--- src/rtl/insight_trace_pkg.sv ---
`default_nettype none
// ============================================================================
//  Module      : insight_trace_pkg
//  Description : Shared types and default sizes for the commit-trace merger.
//  Revision    : 1.0 - initial release
// ============================================================================
package insight_trace_pkg;

  localparam int c_TRACE_W = 128;
  localparam int c_DEPTH   = 8;
  localparam int c_CNT_W   = 16;

  // One packed commit record (address, instruction, privilege, cause).
  typedef logic [c_TRACE_W-1:0] trace_rec_t;

  // FIFO entry: record plus "groups were dropped before me" marker.
  typedef struct packed {
    logic       gap;
    trace_rec_t rec;
  } trace_entry_t;

endpackage
`default_nettype wire

--- src/rtl/insight_trace_fifo2w1r.sv ---
`default_nettype none
// ============================================================================
//  Module      : insight_trace_fifo2w1r
//  Description : Circular buffer accepting up to two writes and one read per
//                cycle. The caller guarantees writes never exceed free space.
//  Revision    : 1.0 - initial release
// ============================================================================
module insight_trace_fifo2w1r
  import insight_trace_pkg::*;
#(
  parameter  int WIDTH = c_TRACE_W + 1,
  parameter  int DEPTH = c_DEPTH,
  localparam int PTR_W = $clog2(DEPTH),
  localparam int LVL_W = $clog2(DEPTH + 1)
) (
  input  logic             clock,
  input  logic             reset,
  input  logic             flush,
  input  logic [1:0]       wr_cnt,
  input  logic [WIDTH-1:0] wr_data0,
  input  logic [WIDTH-1:0] wr_data1,
  input  logic             rd_en,
  output logic [WIDTH-1:0] rd_data,
  output logic [LVL_W-1:0] level
);

  logic [WIDTH-1:0] r_mem [DEPTH];
  logic [PTR_W-1:0] r_wr_ptr;
  logic [PTR_W-1:0] r_rd_ptr;
  logic [LVL_W-1:0] r_level;
  logic [PTR_W-1:0] w_wr_ptr1;

  assign w_wr_ptr1 = r_wr_ptr + PTR_W'(1);

  // Storage: the older record lands at the write pointer, the younger after it.
  always_ff @(posedge clock or negedge reset) begin
    if (!reset) begin
      for (int i = 0; i < DEPTH; i++) r_mem[i] <= '0;
    end else if (!flush) begin
      if (wr_cnt != 2'd0) r_mem[r_wr_ptr] <= wr_data0;
      if (wr_cnt == 2'd2) r_mem[w_wr_ptr1] <= wr_data1;
    end
  end

  // Pointers wrap naturally modulo DEPTH; occupancy is tracked on its own.
  always_ff @(posedge clock or negedge reset) begin
    if (!reset) begin
      r_wr_ptr <= '0;
      r_rd_ptr <= '0;
      r_level  <= '0;
    end else if (flush) begin
      r_wr_ptr <= '0;
      r_rd_ptr <= '0;
      r_level  <= '0;
    end else begin
      r_wr_ptr <= r_wr_ptr + PTR_W'(wr_cnt);
      r_rd_ptr <= r_rd_ptr + PTR_W'(rd_en);
      r_level  <= r_level + LVL_W'(wr_cnt) - LVL_W'(rd_en);
    end
  end

  assign rd_data = r_mem[r_rd_ptr];
  assign level   = r_level;

endmodule
`default_nettype wire

--- src/rtl/insight_trace_merge.sv ---
`default_nettype none
// ============================================================================
//  Module      : insight_trace_merge
//  Description : Merges the two commit-trace lanes of hart 0 into one in-order
//                valid/ready stream. Groups that do not fit are dropped whole,
//                counted, and the next surviving record is flagged with a gap.
//  Revision    : 1.0 - initial release
// ============================================================================
module insight_trace_merge
  import insight_trace_pkg::*;
#(
  parameter  int TRACE_W = c_TRACE_W,
  parameter  int DEPTH   = c_DEPTH,
  parameter  int CNT_W   = c_CNT_W,
  localparam int LVL_W   = $clog2(DEPTH + 1)
) (
  input  logic               clock,
  input  logic               reset,
  input  logic               enable,
  input  logic               flush,
  input  logic               clear_stats,
  input  logic               in0_valid,
  input  logic [TRACE_W-1:0] in0_data,
  input  logic               in1_valid,
  input  logic [TRACE_W-1:0] in1_data,
  output logic               out_valid,
  output logic [TRACE_W-1:0] out_data,
  output logic               out_gap,
  input  logic               out_ready,
  output logic [CNT_W-1:0]   drop_count,
  output logic               overflow,
  output logic [LVL_W-1:0]   level
);

  localparam int c_SUM_W = CNT_W + 1;

  logic               r_gap_pending;
  logic [CNT_W-1:0]   r_drop_count;
  logic               r_overflow;

  logic [1:0]         w_n;
  logic [LVL_W-1:0]   w_level;
  logic [LVL_W-1:0]   w_free;
  logic               w_drop;
  logic [1:0]         w_wr_cnt;
  logic               w_out_valid;
  logic               w_rd;
  logic [TRACE_W:0]   w_e0;
  logic [TRACE_W:0]   w_e1;
  logic [TRACE_W:0]   w_head;
  logic [c_SUM_W-1:0] w_sum;
  logic [CNT_W-1:0]   w_cnt_sat;

  // Group size; a disabled cycle presents an empty group.
  assign w_n = enable ? ({1'b0, in0_valid} + {1'b0, in1_valid}) : 2'd0;

  // Space is judged on pre-edge occupancy; a same-cycle dequeue does not help.
  assign w_free   = LVL_W'(DEPTH) - w_level;
  assign w_drop   = LVL_W'(w_n) > w_free;
  assign w_wr_cnt = w_drop ? 2'd0 : w_n;

  // Compact the group: the oldest valid record always goes first and is the
  // only one that can carry the gap marker.
  assign w_e0 = {r_gap_pending, (in0_valid ? in0_data : in1_data)};
  assign w_e1 = {1'b0, in1_data};

  assign w_out_valid = (w_level != '0);
  assign w_rd        = w_out_valid & out_ready;

  insight_trace_fifo2w1r #(
    .WIDTH (TRACE_W + 1),
    .DEPTH (DEPTH)
  ) u_fifo (
    .clock    (clock),
    .reset    (reset),
    .flush    (flush),
    .wr_cnt   (w_wr_cnt),
    .wr_data0 (w_e0),
    .wr_data1 (w_e1),
    .rd_en    (w_rd),
    .rd_data  (w_head),
    .level    (w_level)
  );

  // Gap marker is armed by a drop and consumed by the next accepted group.
  always_ff @(posedge clock or negedge reset) begin
    if (!reset) begin
      r_gap_pending <= 1'b0;
    end else if (flush) begin
      r_gap_pending <= 1'b0;
    end else if (w_drop) begin
      r_gap_pending <= 1'b1;
    end else if (w_wr_cnt != 2'd0) begin
      r_gap_pending <= 1'b0;
    end
  end

  assign w_sum     = {1'b0, r_drop_count} + c_SUM_W'(w_n);
  assign w_cnt_sat = w_sum[CNT_W] ? '1 : w_sum[CNT_W-1:0];

  // Drop statistics; an explicit clear beats a simultaneous drop.
  always_ff @(posedge clock or negedge reset) begin
    if (!reset) begin
      r_drop_count <= '0;
      r_overflow   <= 1'b0;
    end else if (clear_stats) begin
      r_drop_count <= '0;
      r_overflow   <= 1'b0;
    end else if (w_drop) begin
      r_drop_count <= w_cnt_sat;
      r_overflow   <= 1'b1;
    end
  end

  assign out_valid  = w_out_valid;
  assign out_data   = w_head[TRACE_W-1:0];
  assign out_gap    = w_head[TRACE_W] & w_out_valid;
  assign drop_count = r_drop_count;
  assign overflow   = r_overflow;
  assign level      = w_level;

endmodule
`default_nettype wire

--- config.mk ---
export PLATFORM = sky130hd
export DESIGN_NAME = insight_trace_merge
export DESIGN_NICKNAME = d
export VERILOG_FILES = /design/src/rtl/insight_trace_pkg.sv /design/src/rtl/insight_trace_fifo2w1r.sv /design/src/rtl/insight_trace_merge.sv
export SDC_FILE = /design/constraint.sdc
export NUM_CORES = 2
export LEC_CHECK = 0
export BUFFER_PORTS_ARGS = -buffer_cell sky130_fd_sc_hd__buf_2
export CORE_MARGIN = 2
export CORE_UTILIZATION = 50
export CTS_CLUSTER_DIAMETER = 120
export CTS_CLUSTER_SIZE = 30
export DETAILED_ROUTE_END_ITERATION = 16
export PLACE_DENSITY = 0.72
export SLEW_MARGIN = 40
export SYNTH_ARGS = -nofsm -noshare
export SYNTH_HDL_FRONTEND = slang
export SYNTH_SLANG_ARGS = --single-unit
--- constraint.sdc ---
create_clock -name clock -period 4.15 [get_ports clock]
set_input_delay 0.83 -clock clock [delete_from_list [all_inputs] [get_ports clock]]
set_output_delay 0.83 -clock clock [all_outputs]
set_load 0.01 [all_outputs]
==> flow_metrics.tcl <==
set metrics [dict create \
    clock_sink_count 1060 \
    cts_made_buffers 41 \
    arrival_worst_endpoint_ps 3070 \
    hold_fix_buffers_at_cts 0 \
    route.detailed.vias_per_inst 7.31 \
    setup_viol_count_final 0 \
    clock_latency_ps 680 \
    post_synthesis_net_count 4847 \
    post_synth_inst_count 4564 \
    pre_cts_slack_ps 326 \
    ys_async_sr_fraction 1.00 \
    layout_filler_cell_count 8615 \
    min_tclk_post_route_ps 3900 \
    grt_max_degree 103 \
    path_class_of_the_lowest_slack_min_delay_path "primary input to asynchronous set/reset pin" \
    yosysTopAreaCell "dfrtp_1" \
    synthToLayoutAreaGrowth_pct 10.8 \
    post_synth_edffs 0 \
    synth_seq_cells 1060 \
    pwr_density_cell_mw_per_mm2 635 \
    max-cap-violations 0 \
    routedWlPerCell_um 30.7 \
    grt_util_all_layers 0.342 \
    netlist_top_cells_area "dfrtp_1, mux4_2, o22ai_1" \
    grt_pass1_vias 45195 \
    worst_setup_hold_path_clk_slew_ps 120 \
    cts_tree "done" \
    detailedPlacementHpwl_um 104000 \
    synth_warnings 0 \
    drt_iter0_drc 5998 \
    mappedNetlistArea_mm2 0.0524 \
    antenna_found_initial 30 \
    worstSetupStartpointType "register" \
    totalWireLength_um 186000 \
    path_class "register to output pin" \
    finalSetupTns_ps 0 \
    tightest_slew_ps 856 \
    die_extent_in_x_um 328 \
    synth_top_area_frac 0.506 \
    cts_buffer_depth 3 \
    row_count 118 \
    cp.required_ps 3320 \
    drt_pass1_iterations 8 \
    synth.yosys.seq_area_share 0.506 \
    vias 44279 \
    layout-drive-gt1-share 0.292 \
    global_route_wire_length_before_repair_um 282000 \
    timing.critical_path.to_type "output pin" \
    final_antenna_net_count 0 \
    slew_headroom 0.430 \
    finalMaxSlewViolations 0 \
    globalplace.congestion 0.846 \
    setup_repair_after_global_routing_missed_its_margin "false" \
    drc_violation_count_after_routing 0 \
    leading_cell_type_by_number_of_instances_after_synthesis "dfrtp_1" \
    post_cts_resized 0 \
    fp.dieH_um 328 \
    die-area_mm2 0.107 \
    num_io_pins 415 \
    io_buffer_count 414 \
    most_common_library_cells_after_synthesis "dfrtp_1, a21oi_1, o22ai_1" \
    critical_path.max_fanout 24 \
    design.core.area_mm2 0.104 \
    skew_ps 25.6 \
    status "completed" \
    clk_root_buffer_cell "clkbuf_16" \
    floorplan.initialDensity 0.505 \
    peak_ir_drop_on_the_vdd_network_mv 0.398 \
    hold_viol 0 \
    period_share 0.940 \
    post_cts_buffers 0 \
    yosys.cell_types.count 63 \
    final_nets 4937 \
    h-tree-depth 2 \
    grt_overflow_total 0 \
    power_leakage_nw 23.5 \
    synth_flop_cell "dfrtp_1" \
    postLayoutSetupSlackWorst_ps 249 \
    avgSynthCellArea_um2 11.5 \
    achievable-frequency_mhz 256 \
]
## stage by stage
step	area, µm²	utilization	total power [W]	instances	hold slack [ps]
final	58100	0.559	0.0369	6054	21.8
after global routing	58100	0.559	0.0389	6051	16.3
after CTS	58000	0.559	0.0368	6038	7.82
after detailed placement	56900	0.548	0.0316	5990	486
after global placement	56500	0.545	0.0309	5986	478
after floorplan	52400	-	0.0267	4564	480
## power by group
part | switching [W] | internal [W]
clock network | 0.00331 | 0.00192
logic | 0.00752 | 0.00793
registers | 0.00223 | 0.0140
## logic make-up after synthesis
| logic type | after synthesis | share of synthesized area |
|---|---|---|
| multiplexers | 387 | 0.139 |
| buffers and inverters | 618 | 0.0547 |
| flip-flops | 1060 | 0.506 |
| adder cells (fa/ha/maj) | 19 | 0.00497 |
| AND/OR/NAND/NOR | 230 | 0.0260 |
| AO/OA/AOI/OAI | 2243 | 0.268 |
| XOR/XNOR | 7 | 0.00117 |
## routing by layer
layer | global-route usage | vias to the layer above | share of wire
met5 | 0 | - | 0.0010
met4 | 0.146 | 30 | 0.042
met3 | 0.0809 | 569 | 0.12
met2 | 0.522 | 3345 | 0.46
met1 | 0.469 | 22406 | 0.38
li1 | - | 17929 | -
## registers in the layout, summed over array words and instances (netlist names)
register         flops
overflow             1
drop_count          16
u_fifo.r_mem      1032
u_fifo.r_rd_ptr      3
u_fifo.level         4
u_fifo.r_wr_ptr      3
r_gap_pending        1
## layout make-up
| cell class | instances | area [µm²] | share of cell area |
|---|---|---|---|
| sequential | 1060 | 26500 | 0.457 |
| multi-input combinational | 2886 | 23400 | 0.404 |
| timing repair buffer | 643 | 5110 | 0.0880 |
| tap | 1380 | 1730 | 0.0297 |
| clock buffer | 45 | 1090 | 0.0188 |
| inverter | 22 | 82.6 | 0.00142 |
| antenna | 15 | 37.5 | 0.000646 |
| clock inverter | 3 | 32.5 | 0.000560 |
## path summary, 6_finish.rpt
check,startpoint,endpoint,slack [ps],cells after the start
setup reg to reg,u_fifo.level[0],u_fifo.r_mem[951],810,12
hold / removal,reset,u_fifo.r_mem[295],20,1
setup / recovery,u_fifo.r_rd_ptr[0],out_data[95],250,4
max in group asynchronous,reset,u_fifo.r_mem[613],2890,3
min in group clock,in1_data[15],u_fifo.r_mem[918],500,3
hold reg to reg,overflow,overflow,510,2
## placed cells by master (no fill, tap or decap), types with 7 or more instances in the layout
cell type  Yosys  final
dfrtp_1     1060   1057
a21oi_1      932    932
o22ai_1      922    922
buf_2        260    412
mux4_2       258    258
nor2b_1      135    135
mux2_2       128    128
buf_4          1    125
o22ai_2      100    100
a21oi_2      100    100
buf_12        11     98
a211oi_1     133     80
a211oi_2       4     52
clkbuf_16      0     43
nor2_1        30     23
inv_1         22     22
ha_1          16     16
diode_2        0     15
nand2_1       12     12
nor3_1        11     11
o32ai_1        8      8
nor2_4         0      7
## worst max-delay path, cell delays in order, from the launching register on
cell	delay (ps)
dfrtp_4	800
buf_4	540
mux4_2	580
mux2_2	310
buf_2	150
Power figures use the tool's default switching activity.
